### src/rtl/sum_rest_arb.sv
// Two-requester round-robin front end for a shared 4-bit add/subtract unit with
// LAT-cycle registered latency; returns the unit's 5-bit result with a one-cycle ack.
module sum_rest_arb #(
  parameter int LAT = 1
) (
  input  logic       clk,
  input  logic       rst_n,
  input  logic       req0,
  input  logic       req1,
  input  logic       op0,
  input  logic       op1,
  input  logic [3:0] a0,
  input  logic [3:0] b0,
  input  logic [3:0] a1,
  input  logic [3:0] b1,
  output logic       ack0,
  output logic       ack1,
  output logic [4:0] res,
  output logic       busy,
  output logic       u_sel,
  output logic [3:0] u_ent1,
  output logic [3:0] u_ent2,
  input  logic [4:0] u_sal
);

  localparam int CW = $clog2(LAT) + 1;

  typedef enum logic [1:0] {IDLE, ISSUE, WAIT, DONE} state_t;

  state_t        state;
  state_t        state_nxt;
  logic [CW-1:0] wait_cnt;
  logic          ptr;
  logic          owner;
  logic          take;
  logic          grant;

  // NOTE: registers use non-blocking assignments so every flop samples
  // pre-edge values regardless of the order in which processes run.
  always_ff @(posedge clk) begin
    if (!rst_n) state <= IDLE;
    else        state <= state_nxt;
  end

  // A lone requester always wins; the pointer only breaks ties.
  always_comb begin
    take  = (state == IDLE) && (req0 || req1);
    grant = (req0 && req1) ? ptr : req1;
  end

  // NOTE: assigning a default before the case keeps this block latch-free.
  always_comb begin
    state_nxt = state;
    case (state)
      IDLE:    if (take) state_nxt = ISSUE;
      ISSUE:   state_nxt = WAIT;
      WAIT:    if (wait_cnt == '0) state_nxt = DONE;
      DONE:    state_nxt = IDLE;
      default: state_nxt = IDLE;
    endcase
  end

  always_comb begin
    busy = (state != IDLE);
    ack0 = (state == DONE) && !owner;
    ack1 = (state == DONE) &&  owner;
  end

  always_ff @(posedge clk) begin
    if (!rst_n) begin
      ptr      <= 1'b0;
      owner    <= 1'b0;
      u_sel    <= 1'b0;
      u_ent1   <= '0;
      u_ent2   <= '0;
      res      <= '0;
      wait_cnt <= '0;
    end else begin
      if (take) begin
        owner  <= grant;
        ptr    <= ~grant;
        u_sel  <= grant ? op1 : op0;
        u_ent1 <= grant ? a1 : a0;
        u_ent2 <= grant ? b1 : b0;
      end
      // Counter is only meaningful in WAIT; it rests at zero everywhere else.
      if (state == ISSUE)                         wait_cnt <= CW'(LAT - 1);
      else if (state == WAIT && wait_cnt != '0)   wait_cnt <= wait_cnt - 1'b1;
      else                                        wait_cnt <= '0;
      if (state == WAIT && wait_cnt == '0) res <= u_sal;
    end
  end

endmodule

### config.mk
export PLATFORM = sky130hd
export DESIGN_NAME = sum_rest_arb
export DESIGN_NICKNAME = d
export VERILOG_FILES = /design/src/rtl/sum_rest_arb.sv
export SDC_FILE = /design/constraint.sdc
export NUM_CORES = 1
export LEC_CHECK = 0
export ABC_AREA = 1
export ABC_CLOCK_PERIOD_IN_PS = 1700
export CAP_MARGIN = 5
export CORE_MARGIN = 3
export CORE_UTILIZATION = 39
export CTS_CLUSTER_SIZE = 40
export DETAILED_ROUTE_END_ITERATION = 10
export PLACE_DENSITY = 0.78
export RECOVER_POWER = 50
export SLEW_MARGIN = 25
export SYNTH_ARGS = -nofsm -noshare
export SYNTH_HDL_FRONTEND = slang
export SYNTH_SLANG_ARGS = --single-unit
### constraint.sdc
create_clock -name clk -period 1.7 [get_ports clk]
set_clock_uncertainty 0.1 [all_clocks]
set_input_delay 0.34 -clock clk [delete_from_list [all_inputs] [get_ports clk]]
set_output_delay 0.34 -clock clk [all_outputs]
set_load 0.1 [all_outputs]
* After elaboration in Yosys (flattened, before gate mapping)
Cells that the tools add are included.
** Storage, ports and cells
- RAM bits :: 0
- Memories :: 0
- Output and inout port bits :: 17
- Bits in registers :: 19
- ROM bits :: 0
- Latch bits :: 0
** Cells by class
- Mux-type cells :: 7
- Equality and inequality tests :: 5
- $add $sub $neg :: 1
- Reductions and logical operators :: 12
- Shift-type cells :: 0
- Div/mod/pow operators :: 0
- Bitwise operators :: 4
- Magnitude comparators :: 0
- Multiply operators :: 0
** Operators with widths (count)
- 4-bit two-way mux :: 2
- 2-bit case mux with 4 select lines :: 1
- 1-bit logical AND :: 6
- 2-bit == test, second input constant :: 2
- 2-bit two-way mux :: 2
- 2-bit inequality test, second input constant :: 2
- 1-bit inverter :: 4
- 3-bit OR reduction :: 1
- 2-bit by 1-bit == test with 1-bit output, second input constant :: 1
- 2-bit zero test :: 1
- 1-bit two-way mux :: 2
- 2-bit AND reduction :: 1
- 2-bit nonzero test :: 1
- 1-bit zero test :: 1
- 1-bit logical OR :: 1
- 1-bit subtractor, second input constant :: 1

* Depth between registers and ports, before layout
Gate-level depths: netlist (run 1).
- Depth in word-level cells :: 4
- Gate-level depth with buffers :: 8
- Mapped depth without buffers :: 8

* Least setup slack after synthesis (run 1)
Ideal clock, no wire load.
- Path type :: register to output
- From :: reg state[1]
- To :: out ack0
- Cell stages (with the launch flop) :: 4
- Required time :: 1260 ps
- Data arrival time :: 1805 ps
- Buffers on the path :: 0
- Path slack :: -545 ps
- Path through :: dfxtp_1 -> ha_1 -> inv_1 -> nor2_1
** On the way
- Word-level cells in the longest chain between the ends :: 2
** Ends and longest elaborated chain
- from (decl) :: RTL line 30 : state_t state;
- from (signal assigned) :: RTL line 42 : else state <= state_nxt;
- 2-bit == test :: RTL line 65 : ack0 = (state == DONE) && !owner;
- 1-bit logical AND :: RTL line 65
- to (decl) :: RTL line 16 : output logic ack0,
No other way between the ends.

* Worst setup path after layout (run 1)
- From :: reg state[0]
- To :: out busy
** On the way
- Word-level cells in the longest chain between the ends :: 1
** Ends and longest elaborated chain
- 2-bit nonzero test :: RTL line 64 : busy = (state != IDLE);
- to (decl) :: RTL line 19 : output logic busy,
No other way between the ends.

==> results of run 1 <==
[cell type report]
type / instances / area [µm²]
fillers: 177 / 673
multi-input cells: 93 / 449
repair buffers: 49 / 447
flip-flops and latches: 19 / 383
inverters: 18 / 70.1
well taps: 27 / 33.8
clock buffers: 4 / 26.3
[worst max-delay path: cells and delay by family, from the launching register on]
kind	cells	cell delay (ps)
adders and majority gates	1	210
DFF	1	330
buffers and inverters	3	350
[registers in the layout, indices dropped and copies added (netlist names)]
| name | cells |
|---|---|
| u_sel | 1 |
| wait_cnt | 1 |
| u_ent1 | 4 |
| state | 2 |
| u_ent2 | 4 |
| res | 5 |
| owner | 1 |
| ptr | 1 |
[worst max path at each step]
stage | slack [ps] | to | cells after the start | from
2_1_floorplan | 100 | u_ent1[0] | 8 | state[1]
3_3_place_gp | 30 | u_ent2[1] | 7 | req1
3_5_place_dp | -40 | u_ent2[0] | 7 | req1
4_1_cts | 10 | busy | 4 | state[0]
5_1_grt | 0.5 | ack0 | 4 | state[1]
6_report | 80 | busy | 4 | state[0]
[where the power goes]
group	total [W]	switching (W)	internal (W)
Clock	0.000229	0.000137	0.0000913
Sequential	0.000620	0.0000632	0.000557
Combinational	0.00157	0.00113	0.000443
Total	0.00242	0.00133	0.00109
[Yosys cell counts]
library cell and number:
nor2_1 34, inv_2 2, conb_1 1, dfxtp_1 19, o21ai_0 5, nand2_1 27
inv_1 16, o21ai_1 2, ha_1 3, nor2_4 1, nand3_1 6, nand4_1 9
clkbuf_1 1, nand2_2 1, a21oi_1 4, buf_4 1, buf_2 3
[layer usage]
layer  vias up  global-route usage [%]  share of wire (%)
li1        514                       -                  -
met1       438                    21.8                 39
met2        42                    35.5                 51
met3         6                    5.26                8.0
met4         0                    8.71                1.9
met5         -                       0                  0
[repair_timing]
action / 4_1_cts / 5_1_grt
pin swaps: 0 / 0
cloned: 0 / 0
resized for setup: 3 / 2
setup endpoints to repair: 1 / 1
[stage by stage]
stage / cells / util (%) / TNS (ps)
after global placement: 206 / 75.1 / 0
after CTS: 210 / 76.7 / 0
after detailed placement: 206 / 75.1 / -155
after global routing: 210 / 67.7 / 0
final: 210 / 67.7 / 0
after floorplan: 135 / - / 0
[cell families after synthesis]
family / share of synthesized area [%]
simple gates: 36.8
buf+inv: 10.4
flops: 42.1
compound gates: 6.09
fa+ha+maj: 4.16
other cells: 0.415
==> impl_metrics.yaml, run 1 <==
worst_setup_path:
  critical_path_class: "reg2out"
  worstPathArrival_ps: 1180
  crit_chain: "inv_1 -> ha_4 -> inv_4 -> buf_12"
  reg2reg_depth: 7
  timing.rr.start: "state[0]"
  r2r_slack_ps: 160
  worstPathRequired_ps: 1260
  critPathMaxFanout: 7
  crit_slowest_cell: "dfxtp_2"
  r2r_end: "u_sel"
  critPathLaunchType: "flop"
  max_stage_delay_ps: 330
  end_kind: "output pin"
placed_design:
  dp_hpwl_um: 2140
  io_buffers: 43
  pre_cts_slack_ps: -40.7
  placed_cell_area_um2: 1560
  gp_congestion: 0.817
clock_network:
  clk_latency_ps: 290
  clkTransAtPathRegs_ps: 100
  postCtsSetupRepairBufs: 0
  cts.sinks: 19
  cts_inserted_buffers: 3
  hold_buffers: 0
  htree_levels: 1
  cts_tree: "done"
  clockBufferDepth: 2
  cts-root-buf: "clkbuf_4"
timing:
  finalCriticalPeriod_ps: 1620
  drv_slew: 0
  fin_ws_ps: 79.5
  hold_ws_ps: 368
  max_freq_mhz: 617
  finalCritPeriodShare_pct: 95.3
  max-slew-margin-rel_pct: 64.0
  setup_viol: 0
  worst_pin_slew_ps: 542
  rsz0062_at_grt: "false"
  hold_viol_final: 0
synthesis:
  syn_nets: 165
  syn-cell-area_um2: 903
  yosys_warnings: 0
  ys_ff_latch: 19
  yosysTopAreaCellShare_pct: 42.1
  avgSynthCellArea_um2: 6.69
  ys_seq_area_share_pct: 42.1
  synth.area.top_cells: "dfxtp_1, nor2_1, nand2_1, inv_1, nand4_1"
  synth_area_leader_cell: "dfxtp_1"
  synth_cells: 135
  ys_types: 17
drt:
  drtIter0Drc: 18
  wl_per_cell_um: 12.8
  wl_um: 2690
  firstDrtPassIters: 4
  remaining_drc_errors: 0
  num_vias: 1000
  avgViaCountPerCell: 4.76
  antenna_left: 0
final_layout:
  fin_area_um2: 1410
  fin_nets: 214
  diodes: 0
  drive_gt1_share_pct: 18.0
  syn_to_final_growth_pct: 56.0
  final_common_cell: "nor2_1"
  final_cell_mix: "nor2_1, nand2_1, clkdlybuf4s50_1, dfxtp_1, inv_1"
die:
  rows: 16
  fp.dieArea_um2: 2930
  start_util_pct: 43.4
  core_area_um2: 2080
  die_h_um: 54.1
  chipWidth_um: 54.1
  io_pins: 44
hold_path:
  min_to: "ptr"
  hold_path.class: "reg2reg"
  holdCritStartpoint: "ptr"
  holdPathStages: 2
pwr:
  p_leak_nw: 0.705
  power_w: 0.00242
  p_per_area_nw_per_um2: 1720
  max-vdd-ir-drop_mv: 1.23
grt:
  grt_max_degree: 11
  overflow: 0
  track_usage_pct: 19.9
  grt_pass1_vias: 954
  grt_pass1_wl_um: 4240
  antenna_found_initial: 0
run:
  maxCapViolCount: 0
status:
  status: "finished clean"
Power figures use the tool's default switching activity.
==> run 2: changes to the inputs <==
--- a/config.mk
+++ b/config.mk
@@ -6,7 +6,7 @@
 export NUM_CORES = 1
 export LEC_CHECK = 0
 export ABC_AREA = 1
-export ABC_CLOCK_PERIOD_IN_PS = 1700
+export ABC_CLOCK_PERIOD_IN_PS = 1660
 export CAP_MARGIN = 5
 export CORE_MARGIN = 3
 export CORE_UTILIZATION = 39
==> constraint.sdc (replaced) <==
create_clock -name clk -period 1.66 [get_ports clk]
set_clock_uncertainty 0.1 [all_clocks]
set_input_delay 0.332 -clock clk [delete_from_list [all_inputs] [get_ports clk]]
set_output_delay 0.332 -clock clk [all_outputs]
set_load 0.1 [all_outputs]
==> run 2 against run 1 <==
Die area unchanged. Cell count up 1.4%. Power grew 4.8%. First-iteration DRC count increased by 61%. Critical path depth is the same. Sequential share of layout area is 0.36 points lower. Sequential power grew 3.2%. Setup slack got worse by 50 ps. Clock-buffer cell count unchanged. Non-clock buffer count rose by 3. Register-to-register slack better by 30 ps. Core utilization is 0.90 points higher. Critical endpoint is now ack0. Largest cell class is now non-clock buffers. Largest power group unchanged.
==> impl_metrics.yaml, run 2 (synthesis results as in run 1) <==
pwr:
  switching_power_w: 0.00139
  p_seq_share_pct: 25.2
  p_per_area_nw_per_um2: 1780
  swShare_pct: 54.7
  clkPwrFrac_pct: 9.1
  max-vdd-ir-drop_mv: 1.47
  p_leak_nw: 0.715
  internal_power_w: 0.00115
  power_w: 0.00254
  comb_power_share_pct: 65.7
final_layout:
  diodes: 0
  final_util_pct: 68.6
  final_cell_mix: "nor2_1, nand2_1, clkdlybuf4s50_1, dfxtp_1, inv_1"
  nFillCells: 181
  layout.area.seq_um2: 383
  regMostFlops: "res"
  multi_input_area_um2: 452
  top_regs: "res (5), u_ent1 (4), u_ent2 (4)"
  drive_gt1_share_pct: 21.5
  final_common_cell: "nor2_1"
  fin_nets: 217
  largest_reg_flops: 5
  syn_to_final_growth_pct: 58.0
status:
  status: "finished clean"
die:
  core_area_um2: 2080
  start_util_pct: 43.4
  chipWidth_um: 54.1
  rows: 16
  die_h_um: 54.1
  io_pins: 44
  fp.dieArea_um2: 2930
timing:
  hold_ws_ps: 377
  max_freq_mhz: 613
  setup_viol: 0
  hold_viol_final: 0
  finalCritPeriodShare_pct: 98.2
  rsz0062_at_grt: "true"
  finalCriticalPeriod_ps: 1630
  drv_slew: 0
clock_network:
  cts.sinks: 19
  htree_levels: 1
  cts_tree: "done"
  clkTransAtPathRegs_ps: 100
  cts_inserted_buffers: 3
  clockBufferDepth: 2
  clk_latency_ps: 290
  cts-root-buf: "clkbuf_4"
  hold_buffers: 0
worst_setup_path:
  r2r_slack_ps: 190
  reg2reg_depth: 7
  crit_slowest_cell: "dfxtp_2"
  worstPathArrival_ps: 1200
  critical_path_class: "reg2out"
  timing.rr.start: "state[1]"
  crit_family: "flip-flops"
  critPathLaunchType: "flop"
  r2r_end: "res[3]"
  crit_path_start: "state[1]"
  endpoint: "ack0"
  end_kind: "output pin"
  max_stage_delay_ps: 370
  path_buf_inv: 2
  critPathMaxFanout: 4
  worstPathRequired_ps: 1230
  crit_chain: "ha_2 -> inv_1 -> nor2_4 -> buf_12"
  path_depth: 4
grt:
  grt_max_degree: 11
  antenna_found_initial: 0
  track_usage_pct: 20.9
  overflow: 0
  grt_pass1_vias: 996
  grt_pass1_wl_um: 4390
drt:
  firstDrtPassIters: 4
  drtIter0Drc: 29
  avgViaCountPerCell: 4.96
  wl_per_cell_um: 13.5
  wl_um: 2880
  num_vias: 1056
  antenna_left: 0
  remaining_drc_errors: 0
placed_design:
  io_buffers: 43
  gp_congestion: 0.816
  dp_hpwl_um: 2170
hold_path:
  hold_path.class: "reg2reg"
run:
  maxCapViolCount: 0
[run 2: cell count changes in the layout (fill, tap and decap cells not counted), moves of 2 or more]
cell and change:
buf_4 +4, clkbuf_4 +2, inv_1 -2, inv_2 +2
[run 2: final cells by class]
class	count	share of cell area (%)
repair buffers	52	32.4
multi-input cells	93	31.6
flip-flops and latches	19	26.8
inverters	18	4.91
well taps	27	2.37
clock buffers	4	1.84
[run 2: worst min path at each step]
stage               start  end  slack (ps)  depth (start not counted)
global placement      ptr  ptr         350                          2
CTS                   ptr  ptr         370                          2
detailed placement    ptr  ptr         360                          2
floorplan             ptr  ptr         340                          2
global route          ptr  ptr         420                          2
finish                ptr  ptr         380                          2
[run 2: what timing repair did]
item / 4_1_cts / 5_1_grt
setup buffers: 0 / 2
endpoints found under the setup margin: 3 / 4
resized for setup: 4 / 4
[run 2: layer usage]
metal | global-route usage, % | routed length, µm | vias to the layer above
li1 | - | - | 517
met1 | 23.2 | 1100 | 483
met2 | 37.5 | 1510 | 50
met3 | 4.99 | 226 | 6
met4 | 8.71 | 43 | 0
met5 | 0 | 0 | -
[run 2: power groups by stage]
stage / logic (W) / registers [W] / clock network (W)
after floorplan: 0.000626 / 0.00116 / 0
after global placement: 0.00175 / 0.000678 / 0
after detailed placement: 0.00179 / 0.000683 / 0
after CTS: 0.00184 / 0.000675 / 0.000237
after global routing: 0.00177 / 0.000651 / 0.000261
final: 0.00167 / 0.000640 / 0.000231
[run 2: metrics by stage]
| step | setup WS [ps] | TNS (ps) | cells | instance area [µm²] |
|---|---|---|---|---|
| 3_3_place_gp | -1.98 | -1.98 | 207 | 1570 |
| 6_report | 29.7 | 0 | 213 | 1430 |
| 5_1_grt | -56.1 | -112 | 213 | 1430 |
| 4_1_cts | 26.0 | 0 | 211 | 1610 |
| 3_5_place_dp | -100 | -622 | 207 | 1570 |
| 2_1_floorplan | 61.7 | 0 | 135 | 911 |
[run 2: worst reg2reg max path: stages, from the launching register on]
cell	delay (ps)
dfxtp_2	370
buf_4	110
ha_1	170
inv_1	50
nor2_1	300
inv_2	110
nor2_1	100
nor2_1	50
